===== src/rtl/rr_encoder_arbiter.sv =====
// Round-robin arbiter sharing one downstream resource among 8 requesters.
// Produces a registered one-hot grant plus its binary index (bit k -> index k).
// The owner keeps the grant until it releases, drops its request, or reaches
// the MAX_HOLD timeout (0 disables the timeout). Every grant end is followed
// by exactly one idle cycle before the next grant can appear.
// The release pulse input is named release_in because "release" is a reserved
// SystemVerilog keyword and cannot be used as a plain identifier.
module rr_encoder_arbiter #(
    parameter int unsigned MAX_HOLD = 16
) (
    input  logic       clk,
    input  logic       rst_n,
    input  logic [7:0] req,
    input  logic       release_in,
    output logic [7:0] gnt,
    output logic [2:0] gnt_idx,
    output logic       gnt_valid,
    output logic       preempt
);

    localparam logic [7:0] MaxHoldCnt = 8'(MAX_HOLD);
    localparam logic       TimeoutEn  = (MAX_HOLD != 0);

    typedef enum logic {
        IDLE,
        GRANT
    } state_t;

    state_t     state_q, state_d;
    logic [2:0] ptr_q, ptr_d;
    logic [7:0] hold_cnt_q, hold_cnt_d;
    logic [7:0] gnt_q, gnt_d;
    logic [2:0] gnt_idx_q, gnt_idx_d;
    logic       gnt_valid_q, gnt_valid_d;
    logic       preempt_q, preempt_d;

    logic       win_found;
    logic [2:0] win_idx;
    logic [2:0] cand;

    logic       end_rel;
    logic       end_drop;
    logic       end_timeout;
    logic       grant_end;

    // Pick the first requester at or above ptr, wrapping from 7 back to 0.
    always_comb begin
        win_found = 1'b0;
        win_idx   = 3'd0;
        cand      = 3'd0;
        for (int i = 0; i < 8; i++) begin
            cand = ptr_q + 3'(i);
            if (!win_found && req[cand]) begin
                win_found = 1'b1;
                win_idx   = cand;
            end
        end
    end

    // Decode the three ways a grant can end; preempt only for a pure timeout.
    always_comb begin
        end_rel     = release_in;
        end_drop    = !req[gnt_idx_q];
        end_timeout = TimeoutEn && (hold_cnt_q == MaxHoldCnt);
        grant_end   = (state_q == GRANT) && (end_rel || end_drop || end_timeout);
    end

    // Next-state and next-output logic for the IDLE/GRANT machine.
    always_comb begin
        state_d     = state_q;
        ptr_d       = ptr_q;
        hold_cnt_d  = hold_cnt_q;
        gnt_d       = gnt_q;
        gnt_idx_d   = gnt_idx_q;
        gnt_valid_d = gnt_valid_q;
        preempt_d   = 1'b0;
        case (state_q)
            IDLE: begin
                if (win_found) begin
                    state_d     = GRANT;
                    gnt_d       = 8'b1 << win_idx;
                    gnt_idx_d   = win_idx;
                    gnt_valid_d = 1'b1;
                    hold_cnt_d  = 8'd1;
                end
            end
            GRANT: begin
                if (grant_end) begin
                    state_d     = IDLE;
                    gnt_d       = 8'h00;
                    gnt_idx_d   = 3'd0;
                    gnt_valid_d = 1'b0;
                    hold_cnt_d  = 8'd0;
                    ptr_d       = gnt_idx_q + 3'd1;
                    preempt_d   = end_timeout && !end_rel && !end_drop;
                end else if (hold_cnt_q != 8'hFF) begin
                    hold_cnt_d  = hold_cnt_q + 8'd1;
                end
            end
            default: begin
                state_d = IDLE;
            end
        endcase
    end

    // State and registered outputs; reset clears everything immediately.
    always_ff @(posedge clk or negedge rst_n) begin
        if (!rst_n) begin
            state_q     <= IDLE;
            ptr_q       <= 3'd0;
            hold_cnt_q  <= 8'd0;
            gnt_q       <= 8'h00;
            gnt_idx_q   <= 3'd0;
            gnt_valid_q <= 1'b0;
            preempt_q   <= 1'b0;
        end else begin
            state_q     <= state_d;
            ptr_q       <= ptr_d;
            hold_cnt_q  <= hold_cnt_d;
            gnt_q       <= gnt_d;
            gnt_idx_q   <= gnt_idx_d;
            gnt_valid_q <= gnt_valid_d;
            preempt_q   <= preempt_d;
        end
    end

    assign gnt       = gnt_q;
    assign gnt_idx   = gnt_idx_q;
    assign gnt_valid = gnt_valid_q;
    assign preempt   = preempt_q;

endmodule


===== config.mk =====
export PLATFORM = sky130hd
export DESIGN_NAME = rr_encoder_arbiter
export DESIGN_NICKNAME = d
export VERILOG_FILES = /design/src/rtl/rr_encoder_arbiter.sv
export SDC_FILE = /design/constraint.sdc
export NUM_CORES = 1
export LEC_CHECK = 0
export CORE_UTILIZATION = 40
export CTS_BUF_LIST = sky130_fd_sc_hd__clkbuf_4 sky130_fd_sc_hd__clkbuf_8 sky130_fd_sc_hd__clkbuf_16
export CTS_CLUSTER_DIAMETER = 80
export DETAILED_ROUTE_END_ITERATION = 7
export GPL_ROUTABILITY_DRIVEN = 0
export SLEW_MARGIN = 20
export SYNTH_ARGS = -nofsm -noshare
export SYNTH_HDL_FRONTEND = slang
export SYNTH_SLANG_ARGS = --single-unit

===== constraint.sdc =====
create_clock -name clk -period 3.2 [get_ports clk]
set_clock_uncertainty 0.1 [all_clocks]
set_input_delay 0.64 -clock clk [delete_from_list [all_inputs] [get_ports clk]]
set_output_delay 0.64 -clock clk [all_outputs]
set_load 0.02 [all_outputs]

==> impl_table.tex <==
\begin{tabular}{lr}
\hline
Metric & Value \\
\hline
\multicolumn{2}{l}{\textbf{Global routing}} \\
\quad Pin count of the biggest net entering global routing & 26 \\
\quad Via count of the first global-routing pass & 1726 \\
\quad Total global routing track utilization & 0.2026 \\
\quad Antenna violations before repair & 0 \\
\quad Wire length of the first global-routing pass & 8569 µm \\
\quad Grt total ovfl & 0 \\
\multicolumn{2}{l}{\textbf{Die}} \\
\quad Number of top-level design ports & 24 \\
\quad Effective utilization at floorplan & 0.4180 \\
\quad Horizontal die dimension & 75.29 µm \\
\quad Die Footprint & 0.005668 mm² \\
\quad Cell Rows & 26 \\
\quad Vert. Die Dim & 75.29 µm \\
\quad Core Box Area & 0.005140 mm² \\
\multicolumn{2}{l}{\textbf{Drt}} \\
\quad Met3 WL & 286 µm \\
\quad Detailed-route via count & 1947 \\
\quad Post-Route WL & 5517 µm \\
\quad Routed via count divided by cell count & 5.531 \\
\quad Met1 wire length & 2714 µm \\
\quad Pre-Repair DR Iteration Count & 4 \\
\quad Top Metal Used & met4 \\
\quad Routed wire length on met2 & 2459 µm \\
\quad Post-route DRC violation count & 0 \\
\quad DR WL/cell & 15.67 µm \\
\quad Residual antenna-violating net count after detailed routing & 0 \\
\quad Count of routing violations after the opening detailed-route iteration & 131 \\
\multicolumn{2}{l}{\textbf{Placed design}} \\
\quad Port Buffers & 23 \\
\quad Post-detailed-placement half-perimeter wirelength & 4245 µm \\
\quad Dpl cells & 347 \\
\quad Dpl ws & -0.3689 ns \\
\multicolumn{2}{l}{\textbf{CTS}} \\
\quad Cell at the root of the clock tree & sky130\_fd\_sc\_hd\_\_clkbuf\_8 \\
\quad Clock transition at the registers of the reported paths & 0.08 ns \\
\quad Maximum clock path buffer count & 2 \\
\quad Number of buffers added by the clock tree synthesis step & 3 \\
\quad Clock Latency Late Sink & 0.27 ns \\
\quad Clock tree from TritonCTS & done \\
\quad Count of clock tree sinks & 25 \\
\quad Maximum level of the CTS H-tree & 1 \\
\multicolumn{2}{l}{\textbf{Synthesis}} \\
\quad Cell type contributing the most total cell area after synthesis & sky130\_fd\_sc\_hd\_\_dfrtp\_1 \\
\quad FFs w/ async S/R, synth & 1.000 \\
\quad Sequential cell area fraction in the yosys report & 0.2912 \\
\quad Largest cells by area after synthesis & sky130\_fd\_sc\_hd\_\_dfrtp\_1 29\%, sky130\_fd\_sc\_hd\_\_mux4\_2 13\%, sky130\_fd\_sc\_hd\_\_mux2i\_1 5.6\%, sky130\_fd\_sc\_hd\_\_nand2\_1 3.7\%, sky130\_fd\_sc\_hd\_\_mux2\_2 3.1\% \\
\quad Nets in the synthesized netlist & 227 \\
\quad Dominant synthesized flop cell & sky130\_fd\_sc\_hd\_\_dfrtp\_1 \\
\quad Post-synth EDFFs & 0 \\
\quad Number of instances in the synthesized netlist & 211 \\
\quad Area fraction of the dominant cell type after synthesis & 0.2912 \\
\quad Post-Syn Area per Cell & 10.18 µm² \\
\quad Ys Warns & 0 \\
\quad Total of flip-flops plus latches after synthesis & 25 \\
\quad Distinct cell type count after synthesis & 60 \\
\quad Total standard cell area after synthesis & 0.002148 mm² \\
\multicolumn{2}{l}{\textbf{Timing}} \\
\quad Count of final setup violators & 0 \\
\quad Transition at the pin with the smallest max-transition slack & 0.4351 ns \\
\quad Setup TNS & 0 ns \\
\quad Min setup slack post-route & 0.08229 ns \\
\quad Fmax & 320.7 MHz \\
\quad Tightest slew margin relative to the limit & 0.7092 \\
\quad Clock period minus worst slack & 3.118 ns \\
\quad Number of pins exceeding their max-slew limit in the final report & 0 \\
\quad Min Hold Slack & 0.3977 ns \\
\quad Final clock period utilization by the worst path & 0.9743 \\
\quad Number of hold-slack violations in the final timing report & 0 \\
\multicolumn{2}{l}{\textbf{Power}} \\
\quad VDD IR-drop max & 0.0005726 V \\
\quad Leakage & 1.284 nW \\
\quad Areal power density over the cells & 1177 mW/mm² \\
\multicolumn{2}{l}{\textbf{Worst setup path}} \\
\quad Worst Path Arrival & 3.17 ns \\
\quad Crit path launch type & flop \\
\quad Crit path max fanout & 5 \\
\quad Worst Setup End Kind & flop \\
\quad Critical Path RT & 3.25 ns \\
\quad Setup CP Type & reg -> reg \\
\multicolumn{2}{l}{\textbf{Cells and area}} \\
\quad Inserted Diodes & 0 \\
\quad Layout-stage area growth over the synthesis result & 35.70\% \\
\quad Final \#Nets & 299 \\
\quad Final Util & 0.5672 \\
\quad Filler-free cell count of the finished design & 352 \\
\quad Layout cells sized above 1 & 0.3582 \\
\multicolumn{2}{l}{\textbf{Run status}} \\
\quad Status & completed \\
\multicolumn{2}{l}{\textbf{Job}} \\
\quad Number of max-cap violations & 0 \\
\multicolumn{2}{l}{\textbf{Hold path}} \\
\quad Path class of the lowest-slack min-delay path & reg -> reg \\
\hline
\end{tabular}
[path summary, 6_finish.rpt]
check,to,slack [ns],depth (start not counted),start
max,gnt[3],0.08,10,ptr_q[0]
min,gnt[4],0.40,1,gnt[4]
max reg2reg,gnt[3],0.08,10,ptr_q[0]
min reg2reg,gnt[4],0.40,1,gnt[4]
max in group asynchronous,gnt[3],2.12,2,rst_n
min in group asynchronous,preempt,0.62,2,rst_n
[cell usage in the layout (no fill, tap or decap), types with 6 or more instances in the layout]
cell                              netlist  final
sky130_fd_sc_hd__a21oi_1                6      6
sky130_fd_sc_hd__buf_4                  0     51
sky130_fd_sc_hd__clkdlybuf4s50_1        0     15
sky130_fd_sc_hd__dfrtp_1               25     25
sky130_fd_sc_hd__dlygate4sd2_1          0      6
sky130_fd_sc_hd__inv_1                 13     12
sky130_fd_sc_hd__mux2_2                 6      6
sky130_fd_sc_hd__mux2i_1               12      9
sky130_fd_sc_hd__mux4_2                12     12
sky130_fd_sc_hd__nand2_1               21     21
sky130_fd_sc_hd__nand3_1                7      7
sky130_fd_sc_hd__nor2_1                16     16
sky130_fd_sc_hd__o21ai_0                9      9
[per-stage QoR]
step                area [µm²]  power, mW
floorplan                 2148      2.176
global placement          2800      3.110
detailed placement        2800      3.119
CTS                       2851      3.345
global route              2915      3.680
finish                    2915      3.432
[kinds of logic after synthesis]
group,share of synthesized area
buf+inv,0.04717
mux,0.2464
simple gates,0.1806
flops,0.2912
compound gates,0.1771
fa+ha+maj,0.02912
xor+xnor,0.02854
[cell type report]
cell class	count	area [µm²]
Fill cell	498	2225
Multi-Input combinational cell	164	1479
Sequential cell	25	625.6
Timing Repair Buffer	75	621.8
Tap cell	70	87.58
Inverter	14	52.55
Clock buffer	4	48.80
[repair_timing]
action,4_1_cts,5_1_grt
pin swaps,1,3
gates resized for setup,9,11
hold buffers,0,0
setup endpoints to repair,10,17
cloned,0,0
buffers inserted,0,1
[report_power, final]
| group | switching [mW] | total, mW | leakage [nW] | internal [mW] |
|---|---|---|---|---|
| clock network | 0.0952 | 0.193 | 0.0262 | 0.0974 |
| logic | 1.35 | 2.74 | 0.927 | 1.39 |
| registers | 0.0953 | 0.500 | 0.330 | 0.405 |
[routing by layer]
metal,vias up,global-route usage
li1,946,-
met1,934,0.3084
met2,60,0.3095
met3,7,0.02677
met4,0,0.03704
met5,-,0
[worst max-delay path, cell delays in order (launching register included)]
cell	delay, ns
sky130_fd_sc_hd__dfrtp_1	0.42
sky130_fd_sc_hd__inv_1	0.09
sky130_fd_sc_hd__ha_2	0.20
sky130_fd_sc_hd__xor2_2	0.28
sky130_fd_sc_hd__mux4_1	0.73
sky130_fd_sc_hd__o221ai_1	0.25
sky130_fd_sc_hd__nor3b_1	0.32
sky130_fd_sc_hd__o31ai_2	0.15
sky130_fd_sc_hd__nand2b_1	0.15
sky130_fd_sc_hd__nor2_2	0.05
sky130_fd_sc_hd__a32o_1	0.27
[state kept, by name, indices dropped and copies added, names as in the netlist]
| signal | flops |
|---|---|
| gnt | 8 |
| ptr_q | 3 |
| hold_cnt_q | 8 |
| gnt_valid | 1 |
| state_q | 1 |
| gnt_idx | 3 |
| preempt | 1 |
[Yosys cell counts (all sizes together) (4+ instances only)]
library cell   n
a21oi          6
a32o           4
buf            5
dfrtp         25
ha             5
inv           14
mux2           6
mux2i         14
mux4          13
nand2         22
nand3          7
nor2          18
nor3           5
o21ai         10
xnor2          4
(Power assumes the default switching activity.)
